## config.mk

```make
export PLATFORM = sky130hd
export DESIGN_NAME = cla_multicycle_adder_ctrl
export DESIGN_NICKNAME = d
export VERILOG_FILES = /design/src/rtl/cla_multicycle_adder_ctrl.sv
export SDC_FILE = /design/constraint.sdc
export NUM_CORES = 1
export LEC_CHECK = 0
export BUFFER_PORTS_ARGS = -buffer_cell sky130_fd_sc_hd__buf_2
export CAP_MARGIN = 20
export CORE_MARGIN = 4
export CORE_UTILIZATION = 55
export CTS_CLUSTER_SIZE = 40
export DETAILED_ROUTE_END_ITERATION = 7
export MAX_ROUTING_LAYER = met4
export PLACE_DENSITY = 0.88
export SLEW_MARGIN = 30
export SYNTH_ARGS = -nofsm -noshare
export SYNTH_HDL_FRONTEND = slang
export SYNTH_SLANG_ARGS = --single-unit
```

## constraint.sdc

```tcl
create_clock -name clk -period 5.1 [get_ports clk]
set_clock_uncertainty 0.1 [all_clocks]
set_input_delay 0.765 -clock clk [delete_from_list [all_inputs] [get_ports clk]]
set_output_delay 0.765 -clock clk [all_outputs]
set_load 0.02 [all_outputs]
```

## src/rtl/cla_multicycle_adder_ctrl.sv

```systemverilog
// cla_multicycle_adder_ctrl
// Adds two W-bit operands over W/4 cycles. A single 4-bit carry look-ahead
// slice is reused every cycle, starting with the LSB slice. The carry between
// slices is held in a register, so no combinational carry path crosses a slice.
//
// Ports:
//   clk    - system clock, rising edge
//   rst    - asynchronous active-high reset
//   start  - begin an add; sampled only while ready=1
//   a, b   - W-bit operands, captured on the accepting edge
//   cin    - carry-in to the LSB slice, captured on the accepting edge
//   ready  - high only in IDLE
//   done   - one-cycle pulse when the result is valid
//   sum    - W-bit result, held until the next accepted start
//   cout   - carry out of the MSB slice
//   ovf    - two's-complement overflow
//   zero   - sum == 0
module cla_multicycle_adder_ctrl #(
  parameter int unsigned W = 16
) (
  input  logic         clk,
  input  logic         rst,
  input  logic         start,
  input  logic [W-1:0] a,
  input  logic [W-1:0] b,
  input  logic         cin,
  output logic         ready,
  output logic         done,
  output logic [W-1:0] sum,
  output logic         cout,
  output logic         ovf,
  output logic         zero
);

  localparam int unsigned NS = W / 4;
  localparam int unsigned IW = (NS > 1) ? $clog2(NS) : 1;

  // Reject widths that do not split into whole 4-bit slices
  generate
    if ((W % 4) != 0 || W < 4) begin : g_bad_width
      $error("cla_multicycle_adder_ctrl: W must be a multiple of 4 and >= 4");
    end
  endgenerate

  typedef enum logic [1:0] {IDLE, RUN, DONE} state_t;

  state_t        state;
  logic [IW-1:0] idx;
  logic          carry;
  logic [W-1:0]  a_reg;
  logic [W-1:0]  b_reg;

  logic [3:0]    slice_a;
  logic [3:0]    slice_b;
  logic [3:0]    slice_s;
  logic          slice_c;
  logic [W-1:0]  sum_nx;
  logic          last;

  // 4-bit carry look-ahead block: all four carries from generate/propagate terms
  function automatic logic [4:0] cla4(input logic [3:0] x, input logic [3:0] y,
                                      input logic c0);
    logic [3:0] p;
    logic [3:0] g;
    logic       c1, c2, c3, c4;
    p  = x ^ y;
    g  = x & y;
    c1 = g[0] | (p[0] & c0);
    c2 = g[1] | (p[1] & g[0]) | (p[1] & p[0] & c0);
    c3 = g[2] | (p[2] & g[1]) | (p[2] & p[1] & g[0]) | (p[2] & p[1] & p[0] & c0);
    c4 = g[3] | (p[3] & g[2]) | (p[3] & p[2] & g[1]) | (p[3] & p[2] & p[1] & g[0])
       | (p[3] & p[2] & p[1] & p[0] & c0);
    return {c4, p ^ {c3, c2, c1, c0}};
  endfunction

  // Current slice datapath; sum_nx is sum with the current slice merged in
  always_comb begin
    slice_a            = a_reg[{idx, 2'b00} +: 4];
    slice_b            = b_reg[{idx, 2'b00} +: 4];
    {slice_c, slice_s} = cla4(slice_a, slice_b, carry);
    sum_nx             = sum;
    sum_nx[{idx, 2'b00} +: 4] = slice_s;
    last               = (idx == IW'(NS - 1));
  end

  // Sequencer with registered outputs
  always_ff @(posedge clk or posedge rst) begin
    if (rst) begin
      state <= IDLE;
      idx   <= '0;
      carry <= 1'b0;
      a_reg <= '0;
      b_reg <= '0;
      sum   <= '0;
      cout  <= 1'b0;
      ovf   <= 1'b0;
      zero  <= 1'b0;
      done  <= 1'b0;
      ready <= 1'b1;
    end else begin
      case (state)
        IDLE: begin
          if (start) begin
            a_reg <= a;
            b_reg <= b;
            carry <= cin;
            sum   <= '0;
            idx   <= '0;
            ready <= 1'b0;
            state <= RUN;
          end
        end
        RUN: begin
          sum   <= sum_nx;
          carry <= slice_c;
          idx   <= idx + IW'(1);
          if (last) begin
            cout  <= slice_c;
            ovf   <= (a_reg[W-1] == b_reg[W-1]) && (sum_nx[W-1] != a_reg[W-1]);
            zero  <= (sum_nx == '0);
            done  <= 1'b1;
            idx   <= '0;
            state <= DONE;
          end
        end
        DONE: begin
          done  <= 1'b0;
          ready <= 1'b1;
          state <= IDLE;
        end
        default: begin
          done  <= 1'b0;
          ready <= 1'b1;
          state <= IDLE;
        end
      endcase
    end
  end

endmodule
```

Word-level counts from Yosys, hierarchy flattened:

Cells that the tools add are included.
Widths: inputs -> output; s select.

* shift operators: 4
* add/sub/neg operators: 2
* reduce and logical (&&, ||, !) cells: 10
* eq/ne operators: 6
* bitwise operators: 31
* mux-type cells: 15

Operators with widths (count)
* $pmux 16 s2: 1
* $shiftx 16x5->4: 2
* $and 1x1->1: 16
* $bwmux 16: 1
* $logic_not 16->1: 1
* $mux 16: 1
* $shift 4x6->16 const A: 1
* $shiftx 4x6->16: 1
* $reduce_and 2->1: 6
* $or 1x1->1: 10
* $mux 2: 4
* $pmux 2 s2: 2
* $xor 4x4->4: 2
* $neg 4->6: 1
* $pmux 1 s2: 3
* $and 4x4->4: 1
* $ne 2x2->1 const B: 2
* $mux 1: 3
* $add 2x1->2 const B: 1
* $eq 2x1->1 const B: 1
* $eq 2x2->1 const B: 1
* $logic_not 2->1: 1
* $not 1->1: 2
* $reduce_bool 2->1: 1
* other kinds (3): 3

* output and inout bits: 21
* register bits after elaboration: 58
* input bits: 36

Depth between registers and ports, before layout:

Gate-level depths: netlist of the first run.

* word-level depth: 11
* depth in mapped cells: 9

Least setup slack after synthesis of the first run:

OpenSTA, ideal clock, no wires.

* path type: register to register
* start point: register idx[1]
* end point: register zero
* data required time: 4.880 ns
* arrival: 2.688 ns
* clock period less this slack: 2.907 ns
* path slack: 2.193 ns
* setup time: 0.120 ns
* path buffers: 1
* stages on the path, launching flop included: 9
* path through: dfrtp_1 clkbuf_1 mux4_2 fa_1 inv_1 o311ai_1 nor4_2 a22o_1 a31o_1

* longest elaborated chain between the ends: 10
* elaborated cells between the ends (all ways): 27

RTL lines
* start, declared: line 48 `logic [IW-1:0] idx;`
* start signal, assigned: line 116 `idx <= idx + IW'(1);`
* $shiftx 16x5->4 (on tied branches): line 78, 79
* $xor 4x4->4 / $and 4x4->4 (equally long branches): line 66, 67
* $and 1x1->1: line 70 `c3 = g[2] | (p[2] & g[1]) | (p[2] & p[1] & g[0]) | (p[2] & p[1] & p[0] & c0);`
* $or 1x1->1 / $and 1x1->1 (equally long branches) (2 in a row): line 70
* $or 1x1->1: line 70
* $xor 4x4->4: line 73 `return {c4, p ^ {c3, c2, c1, c0}};`
* $shiftx 4x6->16: line 82 `sum_nx[{idx, 2'b00} +: 4] = slice_s;`
* $bwmux 16: line 82
* $logic_not 16->1: line 120 `zero <= (sum_nx == '0);`
* end signal, assigned: line 120
* end, declared: line 32 `output logic zero`

Parallel ways exist; a longest one is shown, timed or not.
A chain may end at the register's enable or synchronous reset.

Worst setup path after layout of the first run:

* start point: register idx[0]
* end point: register zero

The elaborated chain is that of the path after synthesis.

==> results of run 1 <==
==> metrics by stage <==
stage | total power (uW) | std cells | cell area, um2 | worst slack (ns)
after global placement | 2130 | 325 | 3140 | 1.91
final | 2620 | 342 | 3350 | 1.86
after detailed placement | 2220 | 326 | 3160 | 1.86
after floorplan | 1860 | 209 | 2800 | 2.19
after global routing | 2830 | 342 | 3350 | 1.66
after CTS | 2640 | 342 | 3350 | 1.85
==> metal layers <==
metal	up-vias	wire length (um)	GRT usage, %
li1	907	-	-
met1	959	2420	27.1
met2	62	2930	33.8
met3	10	368	7.37
met4	0	85	6.36
met5	-	0	-
==> placed cells by master, fill, tap and decap left out, types with 3 or more instances in the layout <==
master    count
dfrtp_1      57
nor2_1        7
nor4_1        3
o21ai_0       3
a22o_1       13
ha_1         11
nand2_1       4
buf_2        56
mux2_1       23
mux4_2        8
mux2_2        9
and2_1        3
clkbuf_8     12
a32o_1        4
nand2b_1      6
inv_1         6
o22ai_1       3
a21oi_1       8
==> power groups by stage <==
stage	Clock, uW	Combinational, uW	Sequential, uW
6_report	389	1390	847
4_1_cts	395	1390	851
3_3_place_gp	0	1290	842
2_1_floorplan	0	1010	854
3_5_place_dp	0	1360	858
5_1_grt	423	1520	885
==> cell families (layout without fill, tap and decap cells) <==
kind of cell	count (synthesis)	count (layout)
flip-flops	58	58
multiplexers	42	42
AO/OA/AOI/OAI	45	45
buffers and inverters	16	82
adder cells (fa/ha/maj)	12	12
XOR/XNOR	3	3
AND/OR/NAND/NOR	33	33
==> path summary, 6_finish.rpt <==
path / from / to
setup / recovery: idx[0]$_DFFE_PP0P_ / zero$_DFFE_PP0P_
hold reg to reg: cout$_DFFE_PP0P_ / cout$_DFFE_PP0P_
hold / removal: cout$_DFFE_PP0P_ / cout$_DFFE_PP0P_
min in group asynchronous: rst / idx[1]$_DFFE_PP0P_
max in group asynchronous: rst / sum[14]$_DFFE_PP0P_
setup reg to reg: idx[0]$_DFFE_PP0P_ / zero$_DFFE_PP0P_
==> area by class of cell <==
cell class                      instances  area [um2]
Timing Repair Buffer                   58         315
Clock inverter                          2        10.0
Multi-Input combinational cell        135        1280
Tap cell                               67        83.8
Inverter                                8        30.0
Fill cell                             368        1470
Sequential cell                        58        1450
Clock buffer                           14         173
==> worst min-delay path: stages (launching register included) <==
cell	delay, ns
dfrtp_1	0.34
nand2_1	0.05
o21ai_0	0.06
==> results.yml, run 1 <==
power_and_ir_drop:
  irDropWorstVdd_mv: 0.375
  power.net_switching_uw: 1110
  power_frac_seq_pct: 32.3
  p_leak_uw: 0.00158
  p_int_uw: 1510
  switching_share_pct: 42.5
  combPwrFrac_pct: 52.9
  power_density_mw_per_mm2: 784
  pwr-share-clk_pct: 14.8
floorplanning:
  num_rows: 25
  die_area_mm2: 0.00629
  core_area_mm2: 0.00482
  die_h_um: 79.3
  start_util_pct: 58.1
  die_w_um: 79.3
  io_pins: 57
worst_hold_path:
  holdPathStages: 2
  hold_class: "reg2reg"
worst_setup_path:
  path_cells: "mux4_2 > fa_1 > inv_1 > o311ai_1 > nor4_2 > a22o_1 > a31o_1"
  cp-end-kind: "register"
  required_ns: 5.24
  rrSetupSlack_ns: 1.86
  reg2reg_depth: 7
  max_stage_delay_ns: 0.85
  cp.depth: 7
  crit_arrival_ns: 3.37
  cp_slowest_cell: "dfrtp_1"
  startpoint_type: "register"
  cp_top_family: "flip-flops"
  crit_type: "reg2reg"
  cp.buffers_inverters: 1
  path_max_fanout: 20
routing:
  vias_per_cell: 5.67
  first_pass_iters: 4
  drc: 0
  wire_per_inst_um: 17.0
  wl_um: 5800
  ant_nets: 0
  drt_iter0_drc: 131
  vias: 1938
placement:
  post-dp-hpwl_um: 4260
  io_buffers: 56
  gp_congestion: 0.840
sta:
  rsz0062_at_grt: "false"
  relSlewSlack_pct: 47.5
  period_needed_ns: 3.24
  hold_violations: 0
  tightest_slew_ns: 0.788
  fmax_ghz: 0.309
  whs_ns: 0.384
  fin_crit_sh_pct: 63.5
  slew_violations: 0
  tns_ns: 0
  setup_viol: 0
finish:
  area_growth_pct: 19.5
  nets: 318
  drive_above_1_share_pct: 35.3
  post-route-util_pct: 69.5
  diodes: 0
global_routing:
  first_global_vias: 2053
  grt_first_pass_wirelength_um: 10000
  grt_max_degree: 59
  grt_overflow: 0
  antenna_found_initial: 0
  grt.total_usage_pct: 21.7
yosys:
  synth.cell_area_mm2: 0.00280
  synth_top_cell_by_area: "dfrtp_1"
  synthAdderAreaFrac_pct: 5.63
  synth_xor_area_share_pct: 0.939
  synth_edf_count: 0
  synth_seq_cells: 58
  synthFlopType: "dfrtp_1"
  syn-instance-count: 209
  synth-compound-area-share_pct: 11.9
  yosys-top-cells-count: "57 x dfrtp_1, 23 x mux2_1, 13 x a22o_1"
  muxShareOfSynthArea_pct: 20.0
  netlist.area_leader.share_pct: 51.0
  synth.distinct_cells: 44
  yosys-top-cells-area: "dfrtp_1 51%, mux2_1 9.3%, mux4_2 6.4%"
  yosysMostFrequentCell: "dfrtp_1"
  syn_avg_cell_area_um2: 13.4
  synthArstFlopShare_pct: 100
  synth_fp_nets: 257
  synth_top_family_by_area: "multiplexers"
  yosysSeqAreaShare_pct: 51.9
  ys_warn_count: 0
  yosys.area_share.simple_pct: 7.02
clock_tree:
  cts_setup_buffers: 0
  path_clk_slew_ns: 0.07
  cts_tree: "built"
  cts_buffers: 9
  clock_path_buffers: 2
  cts.hold.buffers_added: 0
  cts_resized: 0
  insertion_delay_ns: 0.34
  cts.htree.levels: 3
  cts_root_buf: "clkbuf_8"
  cts_sinks: 58
status:
  outcome: "finished clean"
run:
  cap_violations: 0
No activity file was read; power rests on OpenSTA's default activity.
==> inputs of run 2 (changes only) <==
CORE_UTILIZATION = 49   (was 55)
PLACE_DENSITY = 0.83   (was 0.88)
clock period = 2.85 ns   (was 5.1 ns; I/O delays follow)
==> run 2 against run 1 <==
Net effect: die area grew 11%; utilization fell by 8.6 points; fmax is 21% higher; routed wire length decreased by 1.2%; register-to-register slack worse by 1.7 ns; setup slack worse by 1.7 ns; clock power is 76% higher; hold slack lost 0.35 ns; sequential power rose by 74%; sequential share of layout area is 0.29 points lower; first-iteration DRC count is 6.1% higher; largest cell class unchanged.
==> results.yml, run 2 (synthesized netlist as in run 1, its figures left out) <==
routing:
  wl_um: 5730
  wire_per_inst_um: 16.3
  first_pass_iters: 4
  wl_met1_um: 2530
  dr_wl_met3_um: 340
  vias: 1959
  top_layer_used: "met4"
  drc: 0
  met2WireLength_um: 2760
  ant_nets: 0
  drt_iter0_drc: 139
  vias_per_cell: 5.57
finish:
  most-common-layout-cells: "56 x dfrtp_1, 56 x buf_2, 23 x mux2_1, 13 x a22o_1, 12 x clkbuf_8"
  nets: 323
  instances_no_fill: 352
  diodes: 0
  drive_above_1_share_pct: 36.8
  num-fill-cells: 461
  final_area_mm2: 0.00337
  area_growth_pct: 20.4
global_routing:
  grt_first_pass_wirelength_um: 9670
  first_global_vias: 1989
  antenna_found_initial: 0
  grt_max_degree: 40
  grt_overflow: 0
  grt.total_usage_pct: 18.3
worst_setup_path:
  cp_slowest_cell: "mux4_2"
  path_max_fanout: 5
  cp_top_family: "compound AO/OA/AOI/OAI gates"
  r2r-end: "sum[11]$_DFFE_PP0P_"
  crit_path_end: "sum[11]$_DFFE_PP0P_"
  required_ns: 2.97
  reg2reg_depth: 7
  rrSetupSlack_ns: 0.17
  reg2reg_from: "idx[0]$_DFFE_PP0P_"
  crit_type: "reg2reg"
  cp.buffers_inverters: 0
  path_cells: "mux4_2 > ha_1 > a41oi_1 > o21ai_1 > xnor2_1 > nor2_1 > a22o_1"
  startpoint_type: "register"
  crit_start: "idx[0]$_DFFE_PP0P_"
  cp-end-kind: "register"
  max_stage_delay_ns: 0.59
  crit_arrival_ns: 2.80
  cp.depth: 7
floorplanning:
  die_h_um: 83.6
  die_w_um: 83.6
  die_area_mm2: 0.00699
  num_rows: 27
  start_util_pct: 50.5
  io_pins: 57
  core_area_mm2: 0.00554
clock_tree:
  cts.hold.buffers_added: 0
  cts_sinks: 58
  cts_tree: "built"
  cts.htree.levels: 3
  clock_path_buffers: 2
  path_clk_slew_ns: 0.06
  cts_root_buf: "clkbuf_8"
  cts_buffers: 9
  cts_setup_buffers: 0
  insertion_delay_ns: 0.34
  cts_resized: 0
status:
  outcome: "finished clean"
sta:
  relSlewSlack_pct: 64.1
  worst_slack_ns: 0.170
  tns_ns: 0
  fmax_ghz: 0.373
  rsz0062_at_grt: "false"
  hold_violations: 0
  setup_viol: 0
  slew_violations: 0
  fin_crit_sh_pct: 94.0
  tightest_slew_ns: 0.537
  period_needed_ns: 2.68
power_and_ir_drop:
  p_int_uw: 2760
  power_frac_seq_pct: 31.0
  power.net_switching_uw: 2000
  pwr-share-clk_pct: 14.4
  irDropWorstVdd_mv: 0.813
  switching_share_pct: 42.1
  power_density_mw_per_mm2: 1410
  combPwrFrac_pct: 54.6
  p_leak_uw: 0.00159
run:
  cap_violations: 0
placement:
  post-place-ws_ns: 0.124
  io_buffers: 56
  placed_cells: 336
  post-dp-hpwl_um: 4210
  placed_area_mm2: 0.00319
  gp_congestion: 0.798
worst_hold_path:
  hold_class: "in2async"
[run 2: layer usage]
metal | track usage, % | vias to the layer above
li1 | - | 917
met1 | 22.7 | 972
met2 | 28.2 | 60
met3 | 5.53 | 10
met4 | 7.46 | 0
met5 | - | -
[run 2: power by group through the flow]
stage          clock network, uW  registers, uW  logic, uW
5_1_grt                      749           1530       2820
6_report                     685           1470       2600
3_3_place_gp                   0           1480       2460
4_1_cts                      706           1480       2600
3_5_place_dp                   0           1490       2560
2_1_floorplan                  0           1530       1800
[run 2: worst min path at each step]
stage	start	end	slack (ns)
finish	rst	b_reg[10]$_DFFE_PP0P_	0.03
global route	rst	b_reg[1]$_DFFE_PP0P_	0.08
CTS	rst	b_reg[1]$_DFFE_PP0P_	0.04
detailed placement	b_reg[11]$_DFFE_PP0P_	b_reg[11]$_DFFE_PP0P_	0.37
global placement	a_reg[14]$_DFFE_PP0P_	a_reg[14]$_DFFE_PP0P_	0.36
floorplan	a_reg[11]$_DFFE_PP0P_	a_reg[11]$_DFFE_PP0P_	0.35
[run 2: layout make-up]
type,count,area (um2),share of cell area (%)
Clock buffer,14,173,5.12
Clock inverter,2,10.0,0.297
Inverter,8,30.0,0.891
Multi-Input combinational cell,135,1280,38.0
Sequential cell,58,1450,43.1
Tap cell,72,90.1,2.67
Timing Repair Buffer,63,333,9.87
[run 2: metrics by stage]
step | utilization (%) | power (uW) | hold WS, ns
final | 60.8 | 4760 | 0.0325
after global routing | 60.8 | 5100 | 0.0752
after CTS | 60.8 | 4780 | 0.0433
after detailed placement | 57.5 | 4050 | 0.371
after global placement | 57.5 | 3930 | 0.364
after floorplan | - | 3330 | 0.352
==> inputs of run 3 (changes only) <==
CORE_MARGIN = default   (was 4)
==> run 3 against run 2 <==
Net effect: fmax decreased by 0.40%; highest routed layer unchanged; clock power decreased by 10%; utilization decreased by 0.15 points; critical endpoint is now sum[7]$_DFFE_PP0P_; largest cell class unchanged; routed wire length decreased by 5.0%; clock-buffer cell count unchanged; critical path type unchanged; setup slack got worse by 0.011 ns; combinational power about the same.
==> results.yml, run 3 (synthesized netlist as in run 1, its figures left out) <==
worst_setup_path:
  crit_arrival_ns: 2.81
  reg2reg_from: "idx[0]$_DFFE_PP0P_"
  required_ns: 2.97
  cp_slowest_cell: "mux4_2"
  rrSetupSlack_ns: 0.16
  cp-end-kind: "register"
  path_cells: "buf_4 > mux4_2 > ha_1 > a41oi_1 > o21ai_1 > xnor2_1 > nor2_2 > a22o_1"
  crit_type: "reg2reg"
  reg2reg_depth: 8
  r2r-end: "sum[7]$_DFFE_PP0P_"
  startpoint_type: "register"
  path_max_fanout: 4
  max_stage_delay_ns: 0.50
floorplanning:
  die_w_um: 77.6
  start_util_pct: 50.8
  num_rows: 27
  die_area_mm2: 0.00602
  die_h_um: 77.6
  core_area_mm2: 0.00551
  io_pins: 57
routing:
  wire_per_inst_um: 15.6
  drt_iter0_drc: 115
  drc: 0
  vias: 1952
  first_pass_iters: 4
  wl_um: 5450
  vias_per_cell: 5.58
  ant_nets: 0
finish:
  diodes: 0
  final_area_mm2: 0.00334
  drive_above_1_share_pct: 35.6
  layout_commonest_cell: "dfrtp_1"
  num-fill-cells: 471
  most-common-layout-cells: "57 x dfrtp_1, 56 x buf_2, 23 x mux2_1, 13 x a22o_1, 11 x ha_1"
  area_growth_pct: 19.4
  nets: 323
clock_tree:
  cts.htree.levels: 3
  insertion_delay_ns: 0.33
  path_clk_slew_ns: 0.06
  cts_setup_buffers: 0
  cts_buffers: 9
  cts_sinks: 58
  clock_path_buffers: 2
  cts_tree: "built"
  cts_root_buf: "clkbuf_8"
power_and_ir_drop:
  p_leak_uw: 0.00158
  p_total_uw: 4660
  power_density_mw_per_mm2: 1390
  irDropWorstVdd_mv: 0.577
sta:
  tns_ns: 0
  hold_violations: 0
  tightest_slew_ns: 0.720
  fmax_ghz: 0.372
  setup_viol: 0
  slew_violations: 0
  fin_crit_sh_pct: 94.4
  rsz0062_at_grt: "false"
  relSlewSlack_pct: 52.0
  worst_slack_ns: 0.159
  period_needed_ns: 2.69
worst_hold_path:
  hold_class: "in2async"
global_routing:
  use_met3_pct: 5.06
  grt_first_pass_wirelength_um: 9360
  grt.total_usage_pct: 21.2
  first_global_vias: 1944
  grt_overflow: 0
  grt_busiest_layer: "met2"
  grt_max_degree: 59
  use_met1_pct: 28.2
  antenna_found_initial: 0
  met2_usage_pct: 30.1
placement:
  io_buffers: 56
  gp_congestion: 0.793
  placed_area_mm2: 0.00319
  post-dp-hpwl_um: 3930
  post-place-ws_ns: 0.159
run:
  cap_violations: 0
status:
  outcome: "finished clean"
## run 3: critical path: cells and delay by family (launching register included)
kind,cells,cell delay (ns)
DFF,1,0.42
buffers and inverters,1,0.18
AOI/OAI and AO/OA,3,0.67
xor gates and xnor gates,1,0.24
adders and majority gates,1,0.37
muxes,1,0.50
and+or+nand+nor,1,0.09
## run 3: timing repair
action / 4_1_cts / 5_1_grt
endpoints found under the setup margin: 0 / 2
hold buffers: 0 / 0
endpoints found under the hold margin: 0 / 0
resized for setup: 0 / 1
## run 3: cell type report
class	count	area (um2)	area share [%]
multi-input combinational	135	1280	38.4
clock buffer	14	153	4.57
tap	72	90.1	2.70
timing repair buffer	63	333	9.96
inverter	8	30.0	0.899
sequential	58	1450	43.5
## run 3: worst max path at each step
| stage | from | endpoint | slack [ns] | cells after the start |
|---|---|---|---|---|
| after detailed placement | idx[0]$_DFFE_PP0P_ | sum[3]$_DFFE_PP0P_ | 0.16 | 8 |
| after global routing | idx[0]$_DFFE_PP0P_ | sum[3]$_DFFE_PP0P_ | 0.007 | 8 |
| final | idx[0]$_DFFE_PP0P_ | sum[7]$_DFFE_PP0P_ | 0.16 | 8 |
| after global placement | idx[1]$_DFFE_PP0P_ | zero$_DFFE_PP0P_ | 0.24 | 7 |
| after CTS | idx[0]$_DFFE_PP0P_ | sum[3]$_DFFE_PP0P_ | 0.14 | 8 |
| after floorplan | idx[1]$_DFFE_PP0P_ | zero$_DFFE_PP0P_ | 0.10 | 8 |
## run 3: layer usage
| layer | routed length [um] | vias to the layer above |
|---|---|---|
| li1 | - | 919 |
| met3 | 216 | 12 |
| met2 | 2460 | 55 |
| met5 | 0 | - |
| met1 | 2640 | 966 |
| met4 | 138 | 0 |
## run 3: stage by stage
stage	hold slack [ns]	util [%]	cells
after floorplan	0.352	-	209
after global placement	0.360	57.9	336
after detailed placement	0.370	57.9	336
after CTS	0.194	60.6	350
after global routing	0.197	60.7	350
final	0.173	60.7	350
## run 3: power by group
group	switching (uW)	internal, uW	total [uW]
Sequential	251	1210	1460
Clock	284	331	615
Combinational	1420	1160	2580
Total	1960	2700	4660
